### src/rtl/alu_ctrl_pkg.sv
// Shared constants for the ALU op sequencer: opcodes, ALU selects, FSM states.
package alu_ctrl_pkg;

   localparam logic [2:0] OP_AND = 3'b000;
   localparam logic [2:0] OP_OR  = 3'b001;
   localparam logic [2:0] OP_ADD = 3'b010;
   localparam logic [2:0] OP_SUB = 3'b011;
   localparam logic [2:0] OP_MUL = 3'b100;

   localparam logic [1:0] SEL_AND = 2'b00;
   localparam logic [1:0] SEL_OR  = 2'b01;
   localparam logic [1:0] SEL_ADD = 2'b10;

   typedef enum logic [1:0] {
      ST_IDLE = 2'b00,
      ST_EXEC = 2'b01,
      ST_MUL  = 2'b10,
      ST_DONE = 2'b11
   } state_t;

   function automatic logic op_legal(input logic [2:0] op);
      return (op <= OP_MUL);
   endfunction

endpackage

### src/rtl/alu_mul_dp.sv
// Shift-add multiply datapath: multiplicand M, partial product HI:LO and the
// iteration counter. The add itself happens in the external ALU.
module alu_mul_dp #(
   parameter int WIDTH = 32,
   parameter int CNT_W = 6
) (
   input  logic             clk,
   input  logic             rst,
   input  logic             i_load,
   input  logic             i_step,
   input  logic [WIDTH-1:0] i_a,
   input  logic [WIDTH-1:0] i_b,
   input  logic [WIDTH-1:0] i_alu_out,
   input  logic             i_alu_cout,
   output logic [WIDTH-1:0] o_hi,
   output logic [WIDTH-1:0] o_m,
   output logic [WIDTH-1:0] o_hi_nxt,
   output logic [WIDTH-1:0] o_lo_nxt,
   output logic             o_last
);

   logic [WIDTH-1:0] r_m, r_hi, r_lo;
   logic [CNT_W-1:0] r_cnt;
   logic [WIDTH:0]   w_s;

   // LO[0] is the current multiplier bit; the 65-bit {S, LO} shifts right by one.
   assign w_s      = r_lo[0] ? {i_alu_cout, i_alu_out} : {1'b0, r_hi};
   assign o_hi_nxt = w_s[WIDTH:1];
   assign o_lo_nxt = {w_s[0], r_lo[WIDTH-1:1]};
   assign o_last   = (r_cnt == CNT_W'(WIDTH-1));
   assign o_hi     = r_hi;
   assign o_m      = r_m;

   always_ff @(posedge clk or posedge rst) begin
      if (rst) begin
         r_m   <= '0;
         r_hi  <= '0;
         r_lo  <= '0;
         r_cnt <= '0;
      end else if (i_load) begin
         r_m   <= i_a;
         r_hi  <= '0;
         r_lo  <= i_b;
         r_cnt <= '0;
      end else if (i_step) begin
         r_hi  <= o_hi_nxt;
         r_lo  <= o_lo_nxt;
         r_cnt <= r_cnt + 1'b1;
      end
   end

endmodule

### src/rtl/alu_op_sequencer.sv
// Multi-cycle controller driving a shared external ALU: single-pass logic/arith
// ops in one EXEC cycle, unsigned MUL as WIDTH shift-add iterations.
module alu_op_sequencer
   import alu_ctrl_pkg::*;
#(
   parameter int WIDTH = 32,
   parameter int CNT_W = 6
) (
   input  logic             clk,
   input  logic             rst,
   input  logic             start,
   input  logic [2:0]       op,
   input  logic [WIDTH-1:0] a,
   input  logic [WIDTH-1:0] b,
   output logic             busy,
   output logic             done,
   output logic [WIDTH-1:0] result_lo,
   output logic [WIDTH-1:0] result_hi,
   output logic             carry,
   output logic             err,
   output logic [1:0]       alu_sel,
   output logic             alu_binv,
   output logic             alu_cin,
   output logic [WIDTH-1:0] alu_in1,
   output logic [WIDTH-1:0] alu_in2,
   input  logic [WIDTH-1:0] alu_out,
   input  logic             alu_cout
);

   state_t           r_state, w_next;
   logic [2:0]       r_op;
   logic [WIDTH-1:0] r_a, r_b;
   logic             w_accept, w_legal, w_last;
   logic [WIDTH-1:0] w_hi, w_m, w_hi_nxt, w_lo_nxt;

   assign w_accept = (r_state == ST_IDLE) && start;
   assign w_legal  = op_legal(r_op);
   assign busy     = (r_state != ST_IDLE);
   assign done     = (r_state == ST_DONE);

   alu_mul_dp #(.WIDTH(WIDTH), .CNT_W(CNT_W)) u_mul_dp (
      .clk        (clk),
      .rst        (rst),
      .i_load     (w_accept && (op == OP_MUL)),
      .i_step     (r_state == ST_MUL),
      .i_a        (a),
      .i_b        (b),
      .i_alu_out  (alu_out),
      .i_alu_cout (alu_cout),
      .o_hi       (w_hi),
      .o_m        (w_m),
      .o_hi_nxt   (w_hi_nxt),
      .o_lo_nxt   (w_lo_nxt),
      .o_last     (w_last)
   );

   always_ff @(posedge clk or posedge rst) begin
      if (rst) r_state <= ST_IDLE;
      else     r_state <= w_next;
   end

   always_comb begin
      w_next   = r_state;
      alu_sel  = SEL_AND;
      alu_binv = 1'b0;
      alu_cin  = 1'b0;
      alu_in1  = '0;
      alu_in2  = '0;
      case (r_state)
         ST_IDLE: if (start) w_next = (op == OP_MUL) ? ST_MUL : ST_EXEC;
         ST_EXEC: begin
            // Illegal ops keep the ALU at its idle drive.
            if (w_legal) begin
               alu_in1 = r_a;
               alu_in2 = r_b;
               case (r_op)
                  OP_OR:   alu_sel = SEL_OR;
                  OP_ADD:  alu_sel = SEL_ADD;
                  OP_SUB: begin
                     alu_sel  = SEL_ADD;
                     alu_binv = 1'b1;
                     alu_cin  = 1'b1;
                  end
                  default: alu_sel = SEL_AND;
               endcase
            end
            w_next = ST_DONE;
         end
         ST_MUL: begin
            alu_in1 = w_hi;
            alu_in2 = w_m;
            alu_sel = SEL_ADD;
            if (w_last) w_next = ST_DONE;
         end
         default: w_next = ST_IDLE;
      endcase
   end

   always_ff @(posedge clk or posedge rst) begin
      if (rst) begin
         r_op <= '0;
         r_a  <= '0;
         r_b  <= '0;
      end else if (w_accept) begin
         r_op <= op;
         r_a  <= a;
         r_b  <= b;
      end
   end

   always_ff @(posedge clk or posedge rst) begin
      if (rst) begin
         result_lo <= '0;
         result_hi <= '0;
         carry     <= 1'b0;
         err       <= 1'b0;
      end else begin
         case (r_state)
            ST_IDLE: if (start) err <= 1'b0;
            ST_EXEC: begin
               result_hi <= '0;
               if (w_legal) begin
                  result_lo <= alu_out;
                  carry     <= ((r_op == OP_ADD) || (r_op == OP_SUB)) && alu_cout;
               end else begin
                  result_lo <= '0;
                  carry     <= 1'b0;
                  err       <= 1'b1;
               end
            end
            ST_MUL: if (w_last) begin
               result_hi <= w_hi_nxt;
               result_lo <= w_lo_nxt;
               carry     <= 1'b0;
            end
            default: ;
         endcase
      end
   end

endmodule

### config.mk
export PLATFORM = sky130hd
export DESIGN_NAME = alu_op_sequencer
export DESIGN_NICKNAME = d
export VERILOG_FILES = /design/src/rtl/alu_ctrl_pkg.sv /design/src/rtl/alu_mul_dp.sv /design/src/rtl/alu_op_sequencer.sv
export SDC_FILE = /design/constraint.sdc
export NUM_CORES = 1
export LEC_CHECK = 0
export CORE_MARGIN = 3
export CORE_UTILIZATION = 51
export CTS_CLUSTER_SIZE = 20
export DETAILED_ROUTE_END_ITERATION = 10
export GPL_ROUTABILITY_DRIVEN = 1
export GPL_TIMING_DRIVEN = 0
export HOLD_SLACK_MARGIN = 0.15
export PLACE_DENSITY = 0.8
export SLEW_MARGIN = 10
export SYNTH_ARGS = -nofsm -noshare
export SYNTH_HDL_FRONTEND = slang
export SYNTH_SLANG_ARGS = --single-unit
export TNS_END_PERCENT = 20
### constraint.sdc
create_clock -name clk -period 10.4 [get_ports clk]
set_input_delay 2.08 -clock clk [delete_from_list [all_inputs] [get_ports clk]]
set_output_delay 2.08 -clock clk [all_outputs]
set_load 0.005 [all_outputs]
==> results.yml <==
status:
  status: "completed"
timing:
  max_freq_ghz: 0.187
  setup_viol_count_final: 0
  worst_clock_skew_ps: 10.0
  hold_violations: 0
  finalCritPeriodShare_pct: 51.4
  layout_min_cycle_time_ps: 5340
  final_max_slew_viol_count: 0
  rsz0062_at_grt: "no"
  holdWs_ps: 493
  slew_headroom_pct: 51.0
  worst_pin_slew_ps: 735
route:
  drt-total-wl_um: 35500
  viasPerCell: 6.01
  drc: 0
  avgRoutedWirePerCell_um: 23.4
  drtIter0Drc: 712
  vias: 9121
  drt_pre_antenna_iters: 6
  ant_nets: 0
critical_path:
  crit_path_frequent_cell: "buf_2"
  cp.required_ps: 8320
  path_buf_inv: 5
  worst-setup-path-type: "reg -> out"
  worst_setup_path_end_kind: "output port"
  critical_path.slowest_cell: "clkbuf_1"
  cp-start-kind: "register"
  cp_cell_sequence: "inv_1, ha_1, buf_2, buf_2, clkbuf_1, a22oi_1, nor2b_1, clkdlybuf4s50_1"
  worstPathMaxFanout: 10
  cpLargestDelayFamily: "buffers and inverters"
  critPathMaxStageDelay_ps: 600
  arrival_ps: 3260
cts:
  postCtsSetupBuffers: 0
  cts_made_buffers: 25
  path_clk_slew_ps: 60
  tritoncts: "built"
  ctsResizeCount: 0
  cts.sinks: 237
  hold_buffers: 0
  ctsLongestPathBuffers: 3
  clk_latency_ps: 520
  htree_levels: 1
  root_buffer: "clkbuf_16"
layout:
  num-fill-cells: 1582
  syn2layout_area_growth_pct: 32.8
  drive_gt1_share_pct: 15.8
  fin_area_sq_um: 14500
  multi_input_area_sq_um: 4530
  nNetsFinal: 1340
  seq_area_sq_um: 5930
logic_synthesis:
  synth_nets: 1073
  synth_ff_type: "dfrtp_1"
  synthTopCellsByCount: "dfrtp_1 (237), mux2_2 (98), a22oi_1 (97)"
  async_flop_share_pct: 100
  syn-cell-area_sq_um: 10900
  yosys.area.top_type: "dfrtp_1"
  avgSynthCellArea_sq_um: 11.3
  seq_area_frac_synth_pct: 54.4
  syn_inst: 964
  synth.top_cell.area_share_pct: 54.4
  yosys_warnings: 0
  synth_edf_count: 0
  ys_seq_elements: 237
  synth_cell_type_count: 39
  synth.most_common_cell: "dfrtp_1"
  yosys-top-cells-area: "dfrtp_1 (54%), mux2_2 (10%), a22oi_1 (6.7%)"
floorplan:
  die_h_um: 152
  dieArea_sq_um: 23200
  start_util_pct: 52.9
  core_sq_um: 20600
  die_w_um: 152
  fp-row-count: 52
  ioPinCount: 239
hold_path:
  hold_path_class: "reg -> reg"
pwr:
  total_power_mw: 4.74
  p_per_area_nw_per_um2: 327
  worst_ir_drop_vdd_uv: 164
  p_leak_nw: 5.97
grt:
  grt_max_degree: 109
  grt_pass1_vias: 9287
  antenna_found_initial: 1
  grt_pass1_wl_um: 54400
  grt-ovfl-total: 0
  track_usage_pct: 29.7
run:
  cap_violations: 0
placed_design:
  place_congestion: 0.908
  io_buffers: 238
  dpl.hpwl_um: 25600
  placed_cell_area_sq_um: 13700
## routing by layer
metal	track usage [%]	wire, um	up-vias
met3	5.25	2910	89
met4	10.7	1300	0
met1	40.2	14400	4571
met5	0	0	-
met2	48.4	16800	474
li1	-	-	3987
## per-stage QoR
| step | util (%) | TNS, ps | instances | setup WS, ps |
|---|---|---|---|---|
| 4_1_cts | 70.2 | 0 | 1517 | 5090 |
| 5_1_grt | 70.2 | 0 | 1518 | 4880 |
| 6_report | 70.2 | 0 | 1518 | 5060 |
| 2_1_floorplan | - | 0 | 964 | 1820 |
| 3_3_place_gp | 66.1 | -258700 | 1472 | -1110 |
| 3_5_place_dp | 66.4 | 0 | 1474 | 5690 |
## registers in the layout, indices dropped and copies added, names as in the netlist, 6 cells and up
name            cells
u_mul_dp.o_hi      32
result_lo          32
r_b                32
u_mul_dp.r_lo      32
result_hi          32
u_mul_dp.o_m       32
r_a                32
u_mul_dp.r_cnt      6
## report_power, final
part / leakage [nW] / internal (mW) / total [mW] / switching, mW
combinational: 2.74 / 1.08 / 2.21 / 1.13
sequential: 2.85 / 1.35 / 1.65 / 0.306
clock: 0.386 / 0.519 / 0.879 / 0.360
## cell usage in the layout (no fill, tap or decap), types with 3 or more instances in the layout
| cell | synthesis | final |
|---|---|---|
| nand2_1 | 36 | 36 |
| ha_1 | 6 | 6 |
| inv_1 | 6 | 5 |
| a21oi_1 | 37 | 37 |
| buf_6 | 3 | 3 |
| clkdlybuf4s50_1 | 0 | 238 |
| mux2_2 | 98 | 98 |
| mux2_1 | 4 | 4 |
| buf_4 | 5 | 5 |
| nand3_1 | 34 | 34 |
| clkbuf_8 | 0 | 4 |
| clkbuf_1 | 23 | 31 |
| nor2b_1 | 67 | 67 |
| nand2b_1 | 3 | 3 |
| a22oi_1 | 97 | 97 |
| o21ai_0 | 49 | 49 |
| clkbuf_16 | 0 | 25 |
| mux2i_1 | 64 | 64 |
| clkbuf_2 | 3 | 3 |
| clkinv_2 | 0 | 3 |
| nor2_1 | 74 | 74 |
| buf_2 | 44 | 44 |
| xor2_1 | 3 | 3 |
| o21ai_1 | 17 | 17 |
| a211oi_1 | 31 | 31 |
| buf_1 | 6 | 6 |
| dfrtp_1 | 237 | 237 |
## cell families after synthesis
family                   Yosys count  share of synthesized area, %
AO/OA/AOI/OAI                    236                          13.9
AND/OR/NAND/NOR                  225                          10.2
buffers and inverters             90                          4.02
flip-flops                       237                          54.4
XOR/XNOR                           4                         0.321
adder cells (fa/ha/maj)            6                         0.689
multiplexers                     166                          16.4
## layout make-up
cell class | instances | share of cell area, %
repair buffers | 240 | 16.8
clock buffers | 37 | 4.91
clock inverters | 6 | 0.570
plain buffers | 84 | 2.87
multi-input cells | 637 | 31.3
inverters | 6 | 0.207
flip-flops and latches | 237 | 41.0
well taps | 270 | 2.33
diodes | 1 | 0.0173
## path summary, 6_finish.rpt
path / depth (start not counted) / slack [ps] / end / from
min reg2reg: 1 / 490 / u_mul_dp.o_m[9] / u_mul_dp.o_m[9]
min in group asynchronous: 2 / 1910 / r_b[5] / rst
max reg2reg: 7 / 8110 / result_lo[15] / r_state[0]
max: 8 / 5060 / alu_in1[9] / r_state[0]
min: 1 / 490 / u_mul_dp.o_m[9] / u_mul_dp.o_m[9]
max in group asynchronous: 4 / 7230 / result_hi[25] / rst
Note: power is estimated with default switching activity, not from simulation.
